File: src/rtl/div_seq.sv
// Sequencer around an external 32-bit unsigned divider: extends and takes the
// magnitude of byte/word operands, then restores signs and checks quotient range.
module div_seq (
  input  logic        clk,
  input  logic        rst,
  input  logic        req,
  input  logic        size,
  input  logic        signed_op,
  input  logic [31:0] dividend,
  input  logic [15:0] divisor,
  output logic        busy,
  output logic        done,
  output logic [15:0] quot,
  output logic [15:0] rem,
  output logic        div_err,
  output logic        div_start,
  output logic [31:0] div_a,
  output logic [31:0] div_b,
  input  logic        div_done,
  input  logic        div_valid,
  input  logic        div_dbz,
  input  logic [31:0] div_val,
  input  logic [31:0] div_rem
);

  typedef enum logic [2:0] {IDLE, PREP, START, WAIT, FIX, DONE} state_t;

  state_t      state;
  logic        size_r, sgn_r;
  logic [31:0] dvd_r;
  logic [15:0] dvs_r;
  logic        neg_a, neg_b;
  logic [31:0] q_r, r_r;
  logic        err_r;

  logic [31:0] dvd_x, a_mag;
  logic [15:0] dvs_x, b_mag;
  logic        a_neg, b_neg;

  // Byte operands are widened to word semantics so the rest of the path is uniform.
  always_comb begin
    dvd_x = size_r ? dvd_r : {{16{sgn_r & dvd_r[15]}}, dvd_r[15:0]};
    dvs_x = size_r ? dvs_r : {{8{sgn_r & dvs_r[7]}}, dvs_r[7:0]};
    a_neg = sgn_r & dvd_x[31];
    b_neg = sgn_r & dvs_x[15];
    a_mag = a_neg ? -dvd_x : dvd_x;
    b_mag = b_neg ? -dvs_x : dvs_x;
  end

  logic        neg_q, ovf;
  logic [31:0] q_lim, q_s, r_s;
  logic [15:0] quot_n, rem_n;

  // A negative quotient may reach one step further than a positive one.
  always_comb begin
    neg_q = neg_a ^ neg_b;
    if (!sgn_r)     q_lim = size_r ? 32'h0000_FFFF : 32'h0000_00FF;
    else if (neg_q) q_lim = size_r ? 32'h0000_8000 : 32'h0000_0080;
    else            q_lim = size_r ? 32'h0000_7FFF : 32'h0000_007F;
    ovf    = q_r > q_lim;
    q_s    = neg_q ? -q_r : q_r;
    r_s    = neg_a ? -r_r : r_r;
    quot_n = size_r ? q_s[15:0] : {8'h00, q_s[7:0]};
    rem_n  = size_r ? r_s[15:0] : {8'h00, r_s[7:0]};
  end

  wire unused = &{1'b0, q_s[31:16], r_s[31:16]};

  always_ff @(posedge clk) begin
    if (rst) begin
      state     <= IDLE;
      busy      <= 1'b0;
      done      <= 1'b0;
      quot      <= 16'h0;
      rem       <= 16'h0;
      div_err   <= 1'b0;
      div_start <= 1'b0;
      div_a     <= 32'h0;
      div_b     <= 32'h0;
      size_r    <= 1'b0;
      sgn_r     <= 1'b0;
      dvd_r     <= 32'h0;
      dvs_r     <= 16'h0;
      neg_a     <= 1'b0;
      neg_b     <= 1'b0;
      q_r       <= 32'h0;
      r_r       <= 32'h0;
      err_r     <= 1'b0;
    end else begin
      done      <= 1'b0;
      div_start <= 1'b0;
      case (state)
        IDLE: begin
          if (req) begin
            size_r <= size;
            sgn_r  <= signed_op;
            dvd_r  <= dividend;
            dvs_r  <= divisor;
            busy   <= 1'b1;
            state  <= PREP;
          end
        end
        PREP: begin
          neg_a <= a_neg;
          neg_b <= b_neg;
          if (dvs_x == 16'h0) begin
            quot    <= 16'h0;
            rem     <= 16'h0;
            div_err <= 1'b1;
            done    <= 1'b1;
            state   <= DONE;
          end else begin
            div_a     <= a_mag;
            div_b     <= {16'h0, b_mag};
            div_start <= 1'b1;
            state     <= START;
          end
        end
        START: state <= WAIT;
        WAIT: begin
          if (div_done) begin
            q_r   <= div_val;
            r_r   <= div_rem;
            err_r <= div_dbz | ~div_valid;
            state <= FIX;
          end
        end
        FIX: begin
          div_err <= err_r | ovf;
          quot    <= (err_r | ovf) ? 16'h0 : quot_n;
          rem     <= (err_r | ovf) ? 16'h0 : rem_n;
          done    <= 1'b1;
          state   <= DONE;
        end
        DONE: begin
          busy  <= 1'b0;
          state <= IDLE;
        end
        default: state <= IDLE;
      endcase
    end
  end

endmodule

File: config.mk
export PLATFORM = sky130hd
export DESIGN_NAME = div_seq
export DESIGN_NICKNAME = d
export VERILOG_FILES = /design/src/rtl/div_seq.sv
export SDC_FILE = /design/constraint.sdc
export NUM_CORES = 1
export LEC_CHECK = 0
export CORE_AREA = 4 4 158 114
export CTS_CLUSTER_DIAMETER = 80
export DETAILED_ROUTE_END_ITERATION = 16
export DIE_AREA = 0 0 162 118
export GPL_TIMING_DRIVEN = 0
export MAX_ROUTING_LAYER = met4
export PLACE_DENSITY = 0.86
export SYNTH_ARGS = -nofsm -noshare
export SYNTH_HDL_FRONTEND = slang
export SYNTH_SLANG_ARGS = --single-unit
File: constraint.sdc
create_clock -name clk -period 6.9 [get_ports clk]
set_input_delay 2.07 -clock clk [delete_from_list [all_inputs] [get_ports clk]]
set_output_delay 2.07 -clock clk [all_outputs]
set_load 0.02 [all_outputs]
==> results.md, run 1 <==
* Ys Warns at 0
* Number of post-CTS setup repair buffers at 0
* Worst min-delay path class: reg2reg
* Average size of a mapped cell at between 7 and 8 um^2
* Fin. max-slew vios at 0
* Clock power share at 0.259
* Tcrit/Tclk final at 0.635
* Synthesis-to-layout area growth at 31.5%
* First-pass GRT wire length at 44,000 um
* Initial antenna violation count at 0
* Path depth of the worst reg2reg path at 13
* Cell internal pwr at between 2 and 2.5 mW
* Crit path DAT at 4.71 ns
* Mapped cell area at 0.00881 mm^2
* Startpoint Class: flip-flop
* Die Span Y at 118 um
* Std cell rows at 39
* Die Area at approximately 0.019 mm^2
* PortBufs at 186
* Register area share after synthesis at 0.427
* Sw Ratio at 0.390
* Final setup violation count at 0
* Psw at ~1.5 mW
* Hold path depth at 2
* Largest area contributor in the netlist: dfxtp_1
* Post-CTS sizing at 0
* N_diodes at 0
* R2R Path End: quot[5]
* DP HPWL at between 20,000 and 25,000 um
* Wire per inst at 17.1 um
* Via density at 5.62
* Count leader, synth: nand2_1
* R2R Setup Slk at 2.52 ns
* Critical Path End Type: flip-flop
* Hold EP: quot[13]
* Power share of the sequential group at 0.374
* Primary FF master, synth: dfxtp_1
* Post-synth EDFFs at 0
* Unrepaired setup endpoints after global routing: no
* Setup TNS at 0 ns
* Worst Skew at 0.00992 ns
* H-tree depth at 4
* Worst vdd rail ir drop at 0.160 mV
* Largest net degree at the start of global routing at 18
* Clock Pin Slew Worst Setup and Hold Paths at around 0.070 ns
* Root buf cell: clkbuf_16
* Share of layout cells above drive strength 1 at 0.0652
* Overflow after GRT at 0
* Antenna Nets Post-Route at 0
* Number of global-route vias before repair at 8,500
* Post-synth top cells: 300 x nand2_1, 188 x dfxtp_1, 162 x a21oi_1
* Clock buffer depth at 2
* Critical Path Fanout Max at 10
* GP Congestion at 0.944
* Hold slack final at approximately 0.46 ns
* Number of buffers created by CTS at 17
* FF-to-FF Start: size_r
* Post-synth ARST share at 0
* Post-route non-filler standard cell count at between 1,500 and 2,000
* Area of the core at 0.0163 mm^2
* Power Density at 322 mW/mm^2
* Required @ worst endpoint at 7.22 ns
* Initial Util at 0.540
* Initial DRC Count at 894
* Cell variety after synth at 63
* Worst-Margin Slew at 0.979 ns
* Worst skew pair latency at 0.43 ns
* Status: finished, final reports clean
* Placed cells at 1,559
* # hold bufs at CTS at 0
* Min Clock Period, post-route at 4.38 ns
* Main area contributors after synthesis: dfxtp_1 43%, nand2_1 13%, a21oi_1 9.2%, xor2_1 3.3%, xnor2_1 2.9%
* Critical path type: reg2reg
* Fmax at about 0.23 GHz
* I/O pin cnt at 220
* Synth Register Bits at 188
* Static leakage at about 4.0 nW
* Final net count at 1,481
* Clock Sinks at about 190
* Overall Global Routing Usage at 0.289
* Pre-Repair DR Iteration Count at 6
* Combinational group share of total power at 0.367
* Vias post-DR at 8,938
* CTS tree: done
* Post-synth top area share at 0.427
* Slew Limit Headroom at 0.341
* Total wire length at between 20,000 and 30,000 um
* Die span in x at about 160 um
* Mapped Cells at 1,133
* Core Util, Final at 0.711
* Max-cap violations at 0
* Residual DRC at 0
* Final Hold Viols at 0
* Worst Min Path Start: quot[13]
-- state kept, by name, indices dropped and copies added (netlist names) --
register,flops
neg_a,1
r_r,16
sgn_r,1
done,1
dvd_r,32
q_r,32
rem,16
div_a,32
busy,1
dvs_r,16
neg_b,1
quot,16
size_r,1
state,3
err_r,1
div_err,1
div_start,1
div_b,16
-- layout make-up --
| cell class | instances | area, um^2 |
|---|---|---|
| sequential | 188 | 3760 |
| clock inverter | 13 | 131 |
| fill | 1380 | 4720 |
| buffer | 92 | 457 |
| multi-input combinational | 853 | 4590 |
| inverter | 15 | 56.3 |
| tap | 225 | 282 |
| clock buffer | 19 | 443 |
| timing repair buffer | 186 | 1860 |
-- worst max-delay path by stage --
stage | depth (start not counted) | startpoint | end | slack (ns)
after floorplan | 6 | div_done | q_r[15] | 3.68
after detailed placement | 7 | div_done | q_r[13] | 2.67
after global routing | 13 | size_r | quot[3] | 2.35
after CTS | 13 | size_r | quot[1] | 2.61
after global placement | 7 | div_done | q_r[15] | 2.65
final | 13 | size_r | quot[5] | 2.52
-- cells by family (layout without fill, tap and decap cells) --
group	after synthesis	count (layout)	share of synthesized area
buffers and inverters	107	325	0.0583
flip-flops	188	188	0.427
AND/OR/NAND/NOR	467	467	0.234
multiplexers	5	5	0.00583
other	1	16	0.000426
XOR/XNOR	63	63	0.0635
adder cells (fa/ha/maj)	8	8	0.0114
AO/OA/AOI/OAI	294	294	0.199
-- cell usage in the layout (no fill, tap or decap), types with 7 or more instances in the layout --
cell type	count
a211oi_1	26
a21oi_1	162
a31oi_1	7
buf_4	16
clkbuf_1	65
clkbuf_16	17
clkdlybuf4s50_1	186
conb_1	16
dfxtp_1	188
ha_1	8
inv_1	15
nand2_1	300
nand3_1	13
nand4_1	8
nor2_1	61
nor2b_1	9
nor3_1	21
nor4_1	10
o21ai_0	31
o21ai_1	7
o21ai_2	20
o31ai_1	10
or4_1	7
xnor2_1	29
xor2_1	33
-- through the flow --
stage / power, mW / instance area (um^2) / setup slack [ns]
after detailed placement: 2.74 / 11000 / 2.67
final: 3.72 / 11600 / 2.52
after floorplan: 2.23 / 8860 / 3.68
after global placement: 2.71 / 11000 / 2.65
after CTS: 3.70 / 11600 / 2.61
after global routing: 3.92 / 11600 / 2.35
-- critical path, stage by stage, from the launching register on --
cell       delay, ns
dfxtp_1         0.37
clkbuf_1        0.43
clkbuf_8        0.30
clkbuf_1        0.45
clkbuf_1        0.51
mux2i_1         0.16
ha_1            0.35
nand4_1         0.10
a2111oi_0       0.45
a41oi_1         0.12
o31ai_1         0.43
a21bo_2         0.32
buf_6           0.20
o21ai_2         0.07
-- power by group through the flow --
stage | combinational, mW | sequential [mW] | clock [mW]
after global placement | 1.31 | 1.40 | 0
final | 1.37 | 1.39 | 0.964
after floorplan | 0.763 | 1.47 | 0
after global routing | 1.48 | 1.41 | 1.02
after detailed placement | 1.33 | 1.41 | 0
after CTS | 1.34 | 1.39 | 0.970
-- routing by layer --
layer,global-route usage,wire (um),up-vias
li1,-,-,4299
met2,0.415,11600,453
met3,0.0700,2800,55
met5,-,0,-
met4,0.0650,548,0
met1,0.414,12300,4131
(Power assumes the default switching activity.)
==> run 2, diff against run 1 <==
- CORE_AREA: 4 4 158 114 -> 4 4 164 119
- DIE_AREA: 0 0 162 118 -> 0 0 168 123
- PLACE_DENSITY: 0.86 -> 0.8
- clock period: 6.9 -> 4.1 ns (I/O delays scaled with it)
==> run 2 against run 1 <==
  * First-iteration DRC count down 4.7%
  * Final cell count up 0.63%
  * Worst setup slack worse by 2.1 ns
  * Register-to-register slack worse by 2.1 ns
  * Total power up 67%
  * Critical endpoint unchanged
  * Maximum frequency up 17%
  * Critical path depth down 1
  * Die area up 8.1%
==> results.md, run 2 (same netlist as run 1, synthesis figures left out) <==
* Overflow after GRT at 0
* Cells along the critical path: clkbuf_2 > clkbuf_8 > clkbuf_2 > mux2i_1 > ha_1 > nand4_1 > a2111oi_1 > a41oi_1 > o31ai_1 > a21bo_2 > buf_6 > o21ai_2
* Placed cells at 1,570
* Initial antenna violation count at 0
* Worst skew pair latency at 0.44 ns
* CP top delay family: compound AO/OA/AOI/OAI gates
* Largest net degree at the start of global routing at 20
* Residual DRC at 0
* Critical Path Fanout Max at 19
* Fmax at 0.268 GHz
* Number of buffers created by CTS at 17
* Final Hold Viols at 0
* First-pass GRT wire length at 41,800 um
* Number of post-CTS setup repair buffers at 0
* Unrepaired setup endpoints after global routing: no
* # hold bufs at CTS at 0
* Die Span Y at around 120 um
* Most numerous cell on the critical path: clkbuf_2
* Clock Pin Slew Worst Setup and Hold Paths at about 0.070 ns
* Fillers at 1,547
* PortBufs at 186
* Power Density at ~540 mW/mm^2
* Fin. max-slew vios at 0
* Post-route non-filler standard cell count at 1,601
* Max-cap violations at 0
* I/O pin cnt at 220
* Die span in x at 168 um
* CP peak stage delay at 0.62 ns
* GP Congestion at 0.930
* Number of global-route vias before repair at 7,959
* Worst vdd rail ir drop at 0.330 mV
* Hold slack final at 0.454 ns
* DP Worst Slack at -0.0725 ns
* Slew Limit Headroom at 0.322
* Min Clock Period, post-route at about 3.7 ns
* Wire per inst at 16.5 um
* Synthesis-to-layout area growth at 31.7%
* Critical path type: reg2reg
* Slowest cell on crit path: a2111oi_1
* Vias post-DR at between 8,000 and 9,000
* Initial Util at 0.495
* Crit path DAT at 4.06 ns
* CTS tree: done
* DP Area at 0.0110 mm^2
* Status: finished, final reports clean
* Cell area after layout at 0.0116 mm^2
* Final WS setup at approximately 0.37 ns
* Total wire length at roughly 26,000 um
* Clock buffer depth at 2
* Static leakage at 4.05 nW
* Hold path depth at 2
* Core Util, Final at 0.651
* Antenna Nets Post-Route at 0
* CP Buf/Inv Count at 4
* Final net count at 1,480
* Tcrit/Tclk final at 0.911
* Worst min-delay path class: reg2reg
* Top flop regs: div_a x32, dvd_r x32, q_r x32
* Overall Global Routing Usage at 0.259
* Most common cell after layout, fill and taps aside: nand2_1
* Final setup violation count at 0
* Startpoint Class: flip-flop
* Worst Skew at 0.0111 ns
* Die Area at 0.0207 mm^2
* Root buf cell: clkbuf_16
* Critical Path End Type: flip-flop
* Std cell rows at 41
* N_diodes at 0
* Worst-Margin Slew at between 1 and 1.5 ns
* Worst path depth at 12
* Pre-Repair DR Iteration Count at 5
* Area of the core at 0.0178 mm^2
* Clock Sinks at 188
* DP HPWL at 20,000 um
* Required @ worst endpoint at roughly 4.4 ns
* Power Total at 6.22 mW
* Path depth of the worst reg2reg path at 12
* H-tree depth at 4
* Most frequent cells in the layout: 300 x nand2_1, 188 x dfxtp_1, 186 x clkdlybuf4s50_1
* Via density at 5.45
* Setup TNS at 0 ns
* Share of layout cells above drive strength 1 at 0.0674
* Initial DRC Count at 852
run 2: cell type report:
| class | count | area (um^2) | area share |
|---|---|---|---|
| Timing Repair Buffer | 186 | 1860 | 0.161 |
| Inverter | 15 | 56.3 | 0.00486 |
| Clock buffer | 18 | 439 | 0.0379 |
| Sequential cell | 188 | 3760 | 0.325 |
| Buffer | 91 | 455 | 0.0393 |
| Clock inverter | 14 | 125 | 0.0108 |
| Multi-Input combinational cell | 853 | 4600 | 0.397 |
| Tap cell | 236 | 295 | 0.0255 |
run 2: routing by layer:
metal,vias to the layer above,global-route usage,part of all wire
li1,4292,-,-
met1,4059,0.385,0.49
met2,349,0.359,0.41
met3,31,0.0607,0.085
met4,0,0.0532,0.014
met5,-,-,0
run 2: power by group:
| part | leakage (nW) | switching (mW) | internal [mW] |
|---|---|---|---|
| registers | 1.53 | 0.246 | 2.09 |
| logic | 2.25 | 1.42 | 0.859 |
| clock network | 0.276 | 0.785 | 0.818 |
| total | 4.05 | 2.45 | 3.77 |
run 2: what timing repair did:
| item | in CTS | in global routing |
|---|---|---|
| pin swaps | 0 | 0 |
| gates resized for setup | 2 | 3 |
| endpoints found under the setup margin | 33 | 13 |
| hold endpoints to repair | 0 | 0 |
run 2: worst paths after layout:
check	start	endpoint	slack, ns
max reg2reg	size_r	quot[5]	0.37
max	size_r	quot[5]	0.37
min	rem[0]	rem[0]	0.45
min reg2reg	rem[0]	rem[0]	0.45
run 2: tightest hold or removal path, delay by kind of cell, from the launching register on:
family          cells  cell delay (ns)
compound gates      1             0.04
simple gates        1             0.06
flops               1             0.33
==> run 3, diff against run 2 <==
- CELL_PAD_IN_SITES_DETAIL_PLACEMENT: not set -> 1
- CELL_PAD_IN_SITES_GLOBAL_PLACEMENT: not set -> 2
- CORE_AREA: 4 4 164 119 -> 4 4 217 156
- DIE_AREA: 0 0 168 123 -> 0 0 221 160
==> run 3 against run 2 <==
  * Routed wire length is 22% higher
  * Via count is 0.87% lower
  * Worst setup slack worse by 0.092 ns
  * Sequential power hardly changed
  * Final area is 2.8% higher
  * Clock power is 19% higher
  * Flip-flop and latch count stayed put
  * Total power is 5.9% higher
  * Critical endpoint unchanged
==> results.md, run 3 (same netlist as run 1, synthesis figures left out) <==
* Antenna Nets Post-Route at 0
* Worst min-delay path class: reg2reg
* Via density at 4.84
* Core Util, Final at 0.375
* PortBufs at 186
* FF-to-FF Start: size_r
* Pre-Repair DR Iteration Count at 5
* Crit path from: size_r
* Cell internal pwr at 4.11 mW
* Required @ worst endpoint at 4.45 ns
* Hold EP: rem[3]
* Static leakage at 4.09 nW
* Combinational group share of total power at 0.356
* Most frequent cells in the layout: 300 x nand2_1, 188 x dfxtp_1, 186 x clkdlybuf4s50_1
* Min Clock Period, post-route at roughly 3.8 ns
* Wire per inst at about 18 um
* Largest net degree at the start of global routing at 20
* Post-CTS sizing at 1
* Die Span Y at ~160 um
* Tcrit/Tclk final at 0.933
* Std cell rows at 55
* Hold slack final at 0.452 ns
* Initial antenna violation count at 1
* Root buf cell: clkbuf_16
* Die Area at 0.0354 mm^2
* Power Total at between 6 and 7 mW
* Final Hold Viols at 0
* Psw at approximately 2.5 mW
* R2R Path End: quot[5]
* Unrepaired setup endpoints after global routing: no
* Number of global-route vias before repair at 8,838
* Hold path depth at 2
* Die span in x at 221 um
* Power share of the sequential group at 0.356
* Fillers at 3,881
* Worst Skew at between 0.008 and 0.009 ns
* Worst Min Path Start: rem[3]
* Setup TNS at 0 ns
* Worst vdd rail ir drop at roughly 0.22 mV
* Critical Path End Type: flip-flop
* Sw Ratio at 0.376
* Clock Sinks at roughly 190
* CTS tree: done
* Overall Global Routing Usage at 0.188
* First-pass GRT wire length at 51,000 um
* Area of the core at 0.0318 mm^2
* R2R Setup Slk at 0.27 ns
* Synthesis-to-layout area growth at 35.3%
* DP HPWL at 25,400 um
* Critical path type: reg2reg
* Most common cell after layout, fill and taps aside: nand2_1
* Slew Limit Headroom at 0.309
* H-tree depth at 4
* Fmax at around 0.26 GHz
* Cell area after layout at 0.0119 mm^2
* Final net count at 1,480
* GP Congestion at 0.829
* Max-cap violations at 0
* Status: finished, final reports clean
* # hold bufs at CTS at 0
* Worst skew pair latency at 0.45 ns
* Power Density at 553 mW/mm^2
* Vias post-DR at 8,655
* Worst-Margin Slew at around 1 ns
* Clock buffer depth at 2
* Initial Util at 0.277
* Residual DRC at 0
* Number of buffers created by CTS at 17
* Critical Path Fanout Max at 19
* Final setup violation count at 0
* Startpoint Class: flip-flop
* Number of post-CTS setup repair buffers at 0
* Path depth of the worst reg2reg path at 12
* Clock power share at 0.288
* Fin. max-slew vios at 0
* Total wire length at approximately 32,000 um
* Top flop regs: div_a x32, dvd_r x32, q_r x32
* Crit path DAT at 4.17 ns
* DP Area at 0.0113 mm^2
* Share of layout cells above drive strength 1 at 0.0639
* Initial DRC Count at about 420
* Overflow after GRT at 0
* Clock Pin Slew Worst Setup and Hold Paths at 0.07 ns
* I/O pin cnt at 220
-- run 3: changes by cell type in the layout (fill, tap and decap cells not counted), moves of 2 or more --
cell       delta
clkinv_2      -2
inv_8         -2
clkbuf_8      +4
bufinv_16     +5
clkbuf_1      +2
inv_6         -7
-- run 3: critical path, stage by stage (launching register included) --
cell	delay, ns
dfxtp_1	0.39
clkbuf_1	0.46
clkbuf_8	0.34
clkbuf_2	0.31
mux2i_1	0.13
ha_1	0.35
nand4_1	0.10
a2111oi_0	0.42
a41oi_1	0.13
o31ai_1	0.46
a21bo_2	0.33
buf_6	0.21
o21ai_2	0.07
-- run 3: worst max-delay path by stage --
stage	cells after the start	to
after floorplan	13	quot[1]
after global placement	13	quot[3]
after detailed placement	13	quot[3]
after CTS	12	quot[1]
after global routing	12	quot[1]
final	12	quot[5]
-- run 3: cell type report --
type	count	area, um^2	share of cell area
multi-input cells	853	4590	0.385
flip-flops and latches	188	3760	0.316
repair buffers	186	1860	0.156
well taps	427	534	0.0448
clock buffers	23	498	0.0418
plain buffers	91	454	0.0381
clock inverters	6	158	0.0132
inverters	15	56.3	0.00473
diodes	1	2.50	0.000210
-- run 3: power by group through the flow --
stage | registers (mW) | clock network, mW | logic [mW]
5_1_grt | 2.38 | 2.03 | 2.60
3_3_place_gp | 2.37 | 0 | 2.33
2_1_floorplan | 2.47 | 0 | 1.28
6_report | 2.34 | 1.90 | 2.35
4_1_cts | 2.34 | 1.94 | 2.37
3_5_place_dp | 2.38 | 0 | 2.36
-- run 3: metrics by stage --
step                std cells  worst slack [ns]
floorplan                1148             0.920
global placement         1761            -0.355
detailed placement       1761            -0.477
CTS                      1789             0.312
global route             1790            0.0878
finish                   1790             0.274
-- run 3: per-layer routing --
layer,global-route usage,wire [um],part of all wire
met4,0.0525,624,0.019
met2,0.267,13600,0.42
met1,0.270,17000,0.52
met3,0.0390,1190,0.037
met5,-,0,0
